File: config.mk
export PLATFORM = sky130hd
export DESIGN_NAME = timing_gen
export DESIGN_NICKNAME = d
export VERILOG_FILES = /design/src/rtl/timing_gen.sv
export SDC_FILE = /design/constraint.sdc
export NUM_CORES = 1
export LEC_CHECK = 0
export ABC_CLOCK_PERIOD_IN_PS = 2300
export BUFFER_PORTS_ARGS = -buffer_cell sky130_fd_sc_hd__buf_2
export CORE_ASPECT_RATIO = 1.5
export CORE_MARGIN = 1
export CORE_UTILIZATION = 51
export DETAILED_ROUTE_END_ITERATION = 10
export PLACE_DENSITY = 0.76
export SETUP_SLACK_MARGIN = 0.1
export SYNTH_ARGS = -nofsm -noshare
export SYNTH_HDL_FRONTEND = slang
export SYNTH_SLANG_ARGS = --single-unit
File: constraint.sdc
create_clock -name clk -period 2.3 [get_ports clk]
set_input_delay 0.69 -clock clk [delete_from_list [all_inputs] [get_ports clk]]
set_output_delay 0.69 -clock clk [all_outputs]
set_load 0.02 [all_outputs]
File: src/rtl/timing_gen.sv
// Beat / machine-cycle timing generator for the teaching CPU.
// Emits one-hot T strobes nested inside one-hot W strobes, with run/stop, single-step and stall.
module timing_gen #(
   parameter int NUM_T = 4,
   parameter int NUM_W = 2,
   parameter int CNT_W = 16,
   localparam int LEN_W  = $clog2(NUM_W + 1),
   localparam int BEAT_W = (NUM_T > 1) ? $clog2(NUM_T) : 1,
   localparam int MCYC_W = (NUM_W > 1) ? $clog2(NUM_W) : 1
) (
   input  logic              clk,
   input  logic              rst,
   input  logic              start,
   input  logic              stop,
   input  logic              step_mode,
   input  logic              stall,
   input  logic [LEN_W-1:0]  cyc_len,
   output logic [NUM_T-1:0]  t,
   output logic [NUM_W-1:0]  w,
   output logic [BEAT_W-1:0] beat,
   output logic [MCYC_W-1:0] mcyc,
   output logic              running,
   output logic              instr_end,
   output logic [CNT_W-1:0]  instr_cnt
);

   typedef enum logic {
      IDLE,
      RUN
   } state_e;

   state_e            state_q, state_d;
   logic [BEAT_W-1:0] beat_q, beat_d;
   logic [MCYC_W-1:0] mcyc_q, mcyc_d;
   logic [LEN_W-1:0]  ncyc_q, ncyc_d;
   logic              stopPend_q, stopPend_d;
   logic [CNT_W-1:0]  instrCnt_q, instrCnt_d;

   logic lastBeat;
   logic lastMcyc;
   logic instrEnd;

   // A zero-length instruction still needs one machine cycle; oversize lengths saturate.
   function automatic logic [LEN_W-1:0] clampLen(input logic [LEN_W-1:0] len);
      logic [LEN_W-1:0] res;
      res = len;
      if (len == '0) begin
         res = LEN_W'(1);
      end else if (len > LEN_W'(NUM_W)) begin
         res = LEN_W'(NUM_W);
      end
      return res;
   endfunction

   always_ff @(posedge clk) begin
      if (!rst) begin
         state_q    <= IDLE;
         beat_q     <= '0;
         mcyc_q     <= '0;
         ncyc_q     <= LEN_W'(1);
         stopPend_q <= 1'b0;
         instrCnt_q <= '0;
      end else begin
         state_q    <= state_d;
         beat_q     <= beat_d;
         mcyc_q     <= mcyc_d;
         ncyc_q     <= ncyc_d;
         stopPend_q <= stopPend_d;
         instrCnt_q <= instrCnt_d;
      end
   end

   always_comb begin
      state_d    = state_q;
      beat_d     = beat_q;
      mcyc_d     = mcyc_q;
      ncyc_d     = ncyc_q;
      stopPend_d = stopPend_q;
      instrCnt_d = instrCnt_q;

      lastBeat = (beat_q == BEAT_W'(NUM_T - 1));
      lastMcyc = (LEN_W'(mcyc_q) == (ncyc_q - LEN_W'(1)));
      instrEnd = (state_q == RUN) && !stall && lastBeat && lastMcyc;

      case (state_q)
         IDLE: begin
            stopPend_d = 1'b0;
            if (start && !stop) begin
               state_d = RUN;
               beat_d  = '0;
               mcyc_d  = '0;
               ncyc_d  = clampLen(cyc_len);
            end
         end
         RUN: begin
            // A stop request is remembered even while stalled and only honoured at the boundary.
            if (stop && !instrEnd) begin
               stopPend_d = 1'b1;
            end
            if (instrEnd) begin
               instrCnt_d = instrCnt_q + CNT_W'(1);
               beat_d     = '0;
               mcyc_d     = '0;
               ncyc_d     = clampLen(cyc_len);
               if (stopPend_q || stop || step_mode) begin
                  state_d    = IDLE;
                  stopPend_d = 1'b0;
               end
            end else if (!stall) begin
               if (!lastBeat) begin
                  beat_d = beat_q + BEAT_W'(1);
               end else begin
                  beat_d = '0;
                  mcyc_d = mcyc_q + MCYC_W'(1);
               end
            end
         end
         default: begin
            state_d = IDLE;
         end
      endcase
   end

   // Strobes decode straight from the counters, so a stall holds them automatically.
   always_comb begin
      t = '0;
      w = '0;
      for (int i = 0; i < NUM_T; i++) begin
         t[NUM_T-1-i] = (state_q == RUN) && (beat_q == BEAT_W'(i));
      end
      for (int i = 0; i < NUM_W; i++) begin
         w[NUM_W-1-i] = (state_q == RUN) && (mcyc_q == MCYC_W'(i));
      end
   end

   assign beat      = beat_q;
   assign mcyc      = mcyc_q;
   assign running   = (state_q == RUN);
   assign instr_end = instrEnd;
   assign instr_cnt = instrCnt_q;

endmodule

==> impl_metrics.json, run 1 <==
{
  "clk_latency_ns": 0.30,
  "grt_overflow": 0,
  "nNetsFinal": 202,
  "clk_pin_slew_ns": 0.12,
  "r2r-end": "instr_cnt[13]",
  "diodes": 0,
  "synth_top_area_share_pct": 37.4,
  "drc_errors": 0,
  "p_leak_nw": 0.626,
  "pwr-share-clk_pct": 28.1,
  "synth.most_common_cell": "dfxtp_1",
  "floorplan.initialDensity_pct": 54.4,
  "synthTopCellsByArea": "dfxtp_1 37%, ha_1 5.1%, xnor2_1 5.0%",
  "fillerInstances": 181,
  "track_usage_pct": 22.1,
  "synth_cell_types": 35,
  "p_comb_share_pct": 10.1,
  "drt_wl_total_um": 2780,
  "finalSetupViolCount": 0,
  "layout-drive-gt1-share_pct": 31.4,
  "vias_per_cell": 5.71,
  "drt_pass1_iterations": 4,
  "hold_viol": 0,
  "cp_max_fo": 6,
  "worst_pin_slew_ns": 0.593,
  "grt_pass1_vias": 1072,
  "synth-simple-area-share_pct": 26.7,
  "min_from": "instr_cnt[15]",
  "cp-start-kind": "flop",
  "syn_avg_cell_area_um2": 8.60,
  "max_freq_mhz": 448,
  "hpwlAfterDp_um": 2040,
  "maxCapViolCount": 0,
  "cts_buffers": 3,
  "final_max_slew_viol_count": 0,
  "portBuffers": 33,
  "htree_levels": 1,
  "outcome": "finished clean",
  "grt_pass1_wl_um": 4660,
  "synthMuxAreaShare_pct": 0.814,
  "dieArea_um2": 2620,
  "die_x_um": 42.1,
  "layout_worst_path_cycle_share_pct": 97.1,
  "peakVddDrop_mv": 0.332,
  "cp.arrival_ns": 1.54,
  "yosysSeqAreaShare_pct": 37.4,
  "synth-seq-cells": 23,
  "cts.sinks": 23,
  "synth_compound_area_share_pct": 18.9,
  "place_ws_ns": 0.0770,
  "core_area_um2": 2260,
  "synthXorXnorAreaFrac_pct": 4.98,
  "finalSetupTns_ns": 0,
  "power_density_nw_per_um2": 427,
  "avgRoutedWirePerCell_um": 13.2,
  "rsz0062_at_grt": "yes",
  "regToRegSetupSlack_ns": 0.24,
  "hold_depth": 2,
  "synthesis.area_um2": 1230,
  "vias": 1204,
  "crit_slowest_cell": "or3b_4",
  "detail-route-antenna-nets": 0,
  "pin_count": 35,
  "worstRegToRegCells": 4,
  "hold_end": "instr_cnt[15]",
  "switchingPower_mw": 0.157,
  "antenna_found_initial": 0,
  "path_common_cell": "buf_6",
  "path_cells": "or3b_4, buf_6, a21o_1, inv_2, buf_6",
  "cts_root_buf": "clkbuf_4",
  "synth_ff_type": "dfxtp_1",
  "power.share.switching_pct": 23.8,
  "r2r-start": "ncyc_q[0]",
  "synth_adder_area_share_pct": 5.09,
  "async_flop_share_pct": 0,
  "crit_type": "flop to output pin",
  "worst_hold_slack_ns": 0.499,
  "synth_top_family_by_area": "simple AND/OR/NAND/NOR gates",
  "area_growth_pct": 25.3,
  "synth_edf_count": 0,
  "finClkSkew_ns": 0.00461,
  "cp-end-kind": "output pin",
  "cp_slowest_stage_delay_ns": 0.39,
  "internal-power_mw": 0.501,
  "clock_path_buffers": 2,
  "yosysWarnings": 0,
  "worst_slack_ns": 0.0668,
  "syn-num-nets": 156,
  "rows": 21,
  "grt_start_max_net_pins": 21,
  "synth_common_cells": "23 x dfxtp_1, 12 x nor2_1, 10 x a21oi_1",
  "cts_tree": "done",
  "syn_inst": 143,
  "fin_crit_ns": 2.23,
  "p_seq_share_pct": 61.8,
  "place.gp.congestion": 0.785,
  "synth_top_area_cell": "dfxtp_1",
  "required_ns": 1.61,
  "min_path_type": "flop to flop",
  "first_iter_violations": 21,
  "slew-limit-headroom_pct": 59.4,
  "die_height_um": 62.1
}
## state kept, by name, summed over array words and instances, names as in the netlist
| register | count |
|---|---|
| stopPend_q | 1 |
| ncyc_q | 2 |
| mcyc | 1 |
| beat | 2 |
| running | 1 |
| instr_cnt | 16 |
## logic make-up (layout without fill, tap and decap cells)
group           after synthesis  in the layout
simple gates                 58             58
buf+inv                      15             60
flops                        23             23
compound gates               34             34
mux                           1              1
fa+ha+maj                     5              5
xor+xnor                      7              7
## worst max path at each step
stage,start,end,slack (ns),cells past startpoint
after global placement,stall,instr_cnt[12],0.06,5
final,ncyc_q[0],instr_end,0.07,5
after global routing,ncyc_q[0],instr_end,0.007,5
after CTS,ncyc_q[0],instr_end,0.06,5
after detailed placement,stall,instr_cnt[11],0.08,5
after floorplan,mcyc,instr_cnt[14],0.14,7
## per-stage QoR
step / total power, mW / instance area [um2] / std cells / util [%]
2_1_floorplan: 0.454 / 1230 / 143 / -
3_3_place_gp: 0.472 / 1480 / 205 / 65.5
3_5_place_dp: 0.475 / 1480 / 205 / 65.5
4_1_cts: 0.663 / 1540 / 211 / 68.1
5_1_grt: 0.689 / 1540 / 211 / 68.2
6_report: 0.658 / 1540 / 211 / 68.2
## critical path, delay by kind of cell, from the launching register on
kind,cells,cell delay (ns)
and+or+nand+nor,1,0.39
AOI/OAI and AO/OA,1,0.17
buffers and inverters,3,0.31
DFF,1,0.38
## timing repair
item / CTS / global route
gates resized for setup: 8 / 2
setup buffers: 2 / 0
pin swaps: 1 / 0
setup endpoints to repair: 1 / 1
hold buffers: 0 / 0
## metal layers
layer	up-vias	track usage [%]	wire length, um
li1	616	-	-
met1	551	26.4	1230
met2	35	39.1	1420
met3	2	2.33	113
met4	0	9.38	21
met5	-	0	0
## power by group through the flow
stage | Clock, mW | Combinational (mW) | Sequential [mW]
after floorplan | 0 | 0.0347 | 0.419
after global placement | 0 | 0.0557 | 0.417
after detailed placement | 0 | 0.0577 | 0.417
after CTS | 0.189 | 0.0665 | 0.407
after global routing | 0.210 | 0.0717 | 0.408
final | 0.185 | 0.0667 | 0.407
## layout make-up
cell class / instances / area (um2) / area share, %
clock buffers: 4 / 26.3 / 1.70
inverters: 7 / 26.3 / 1.70
multi-input cells: 105 / 697 / 45.2
flip-flops and latches: 23 / 468 / 30.4
well taps: 23 / 28.8 / 1.87
repair buffers: 49 / 295 / 19.2
## cell usage in the layout, fill, tap and decap left out, drive strengths merged
cell and n:
buf 49, dfxtp 23, nor2 12, a21oi 10
nand3 9, xnor2 7, inv 7, and2 5
o31ai 5, or4 5, ha 5, nand3b 4
nand2 4, nor3 4, nand4 4, clkbuf 4
a2111oi 3, a211oi 3, o21ai 3, or3 3
or3b 3, nor2b 2, o21a 2, nor3b 2
o211ai 2, a21o 1, mux2i 1, nand2b 1
o221ai 1, a31oi 1, o311ai 1, a2111o 1
o41ai 1
No activity file was read; power rests on OpenSTA's default activity.
==> run 2, diff against run 1 <==
--- a/config.mk
+++ b/config.mk
@@ -7,10 +7,12 @@
 export LEC_CHECK = 0
 export ABC_CLOCK_PERIOD_IN_PS = 2300
 export BUFFER_PORTS_ARGS = -buffer_cell sky130_fd_sc_hd__buf_2
+export CAP_MARGIN = 20
 export CORE_ASPECT_RATIO = 1.5
 export CORE_MARGIN = 1
 export CORE_UTILIZATION = 51
 export DETAILED_ROUTE_END_ITERATION = 10
+export GPL_TIMING_DRIVEN = 0
 export PLACE_DENSITY = 0.76
 export SETUP_SLACK_MARGIN = 0.1
 export SYNTH_ARGS = -nofsm -noshare
==> run 2 against run 1 <==
Against the previous run:
- clock-buffer cell count is the same
- register-to-register slack worse by 0.13 ns
- clock skew rose by 0.00078 ns
- clock power barely moved
- critical path depth unchanged
- largest power group unchanged
==> impl_metrics.json, run 2 (same netlist as run 1, synthesis figures left out) <==
{
  "clock_path_buffers": 2,
  "cp-start-kind": "flop",
  "hold_viol": 0,
  "hold_buffers": 0,
  "largest_reg_flops": 16,
  "worstRegToRegCells": 13,
  "layout-drive-gt1-share_pct": 34.3,
  "antenna_found_initial": 0,
  "max_freq_mhz": 437,
  "place.gp.congestion": 0.819,
  "vias": 1341,
  "grt_overflow": 0,
  "vias_per_cell": 6.07,
  "worst_pin_slew_ns": 0.582,
  "fin_util_pct": 72.3,
  "gr-max-usage-layer": "met2",
  "finalSetupViolCount": 0,
  "cts.sinks": 23,
  "power_density_nw_per_um2": 406,
  "regToRegSetupSlack_ns": 0.11,
  "endpoint": "instr_end",
  "p_leak_nw": 0.666,
  "outcome": "finished clean",
  "rows": 21,
  "cp.arrival_ns": 1.60,
  "hpwlAfterDp_um": 2040,
  "cp-end-kind": "output pin",
  "drc_errors": 0,
  "area_growth_pct": 32.9,
  "crit_start": "ncyc_q[1]",
  "track_usage_pct": 24.2,
  "final_common_cell": "buf_2",
  "rsz0062_at_grt": "yes",
  "met1_usage_pct": 27.5,
  "peakVddDrop_mv": 0.342,
  "place_area_um2": 1420,
  "avgRoutedWirePerCell_um": 15.2,
  "use_met2_pct": 43.0,
  "die_x_um": 42.1,
  "nNetsFinal": 212,
  "met3_usage_pct": 3.20,
  "cp_max_fo": 5,
  "grt_pass1_wl_um": 5070,
  "drt_pass1_iterations": 4,
  "cts_tree": "done",
  "diodes": 0,
  "power.total_mw": 0.663,
  "grt_pass1_vias": 1189,
  "layout_worst_path_cycle_share_pct": 99.4,
  "maxCapViolCount": 0,
  "core_area_um2": 2260,
  "crit_type": "flop to output pin",
  "portBuffers": 33,
  "fin_crit_ns": 2.29,
  "detail-route-antenna-nets": 0,
  "cts_root_buf": "clkbuf_4",
  "finClkSkew_ns": 0.00538,
  "final_cell_area_um2": 1630,
  "clk_latency_ns": 0.31,
  "dieArea_um2": 2620,
  "clk_pin_slew_ns": 0.12,
  "cts_buffers": 3,
  "mostFrequentLayoutCells": "32 x buf_2, 19 x dfxtp_1, 17 x buf_4",
  "htree_levels": 1,
  "required_ns": 1.61,
  "r2r-start": "ncyc_q[1]",
  "floorplan.initialDensity_pct": 54.4,
  "finalSetupTns_ns": 0,
  "final_max_slew_viol_count": 0,
  "pin_count": 35,
  "slew-limit-headroom_pct": 60.2,
  "min_from": "instr_cnt[15]",
  "die_height_um": 62.1,
  "r2r-end": "instr_cnt[1]",
  "min_path_type": "flop to flop",
  "first_iter_violations": 46,
  "grt_start_max_net_pins": 13,
  "drt_wl_total_um": 3350
}
run 2: cell types whose count changed in the layout (fill, tap and decap cells not counted), sizes merged:
cell,delta
buf,+5
clkbuf,+5
run 2: metrics by stage:
stage	hold slack (ns)	cells	worst slack (ns)
2_1_floorplan	0.482	143	0.137
3_3_place_gp	0.466	199	-0.0400
3_5_place_dp	0.477	199	-0.0515
4_1_cts	0.493	215	-0.0238
5_1_grt	0.547	221	-0.0140
6_report	0.492	221	0.0128
run 2: critical path: stages (launching register included):
cell,delay [ns]
dfxtp_4,0.38
or3b_4,0.39
buf_6,0.13
a21o_1,0.17
inv_2,0.09
buf_6,0.12
run 2: layout make-up:
cell class                 instances  area, um2
timing repair buffer              52        322
sequential                        23        470
buffer                             7       41.3
multi-input combinational        105        719
fill                             183        626
tap                               23       28.8
inverter                           7       26.3
clock buffer                       4       26.3
run 2: what timing repair did:
action,4_1_cts,5_1_grt
resized for setup,10,7
buffers inserted,12,8
pin swaps,7,1
endpoints found under the setup margin,4,10
run 2: routing by layer:
metal,vias up,part of all wire [%]
li1,634,-
met1,627,40
met2,67,50
met3,13,5.8
met4,0,3.7
met5,-,0
run 2: how the worst min path moves through the flow:
| stage | end | slack, ns | depth (start not counted) |
|---|---|---|---|
| 6_report | instr_cnt[15] | 0.49 | 2 |
| 3_3_place_gp | instr_cnt[15] | 0.47 | 2 |
| 5_1_grt | instr_cnt[15] | 0.55 | 2 |
| 3_5_place_dp | instr_cnt[15] | 0.48 | 2 |
| 2_1_floorplan | stopPend_q | 0.48 | 2 |
| 4_1_cts | instr_cnt[15] | 0.49 | 2 |
run 2: power breakdown:
| group | internal [mW] | switching [mW] | leakage [nW] |
|---|---|---|---|
| clock | 0.0679 | 0.120 | 0.0150 |
| sequential | 0.402 | 0.00540 | 0.187 |
| combinational | 0.0304 | 0.0366 | 0.463 |
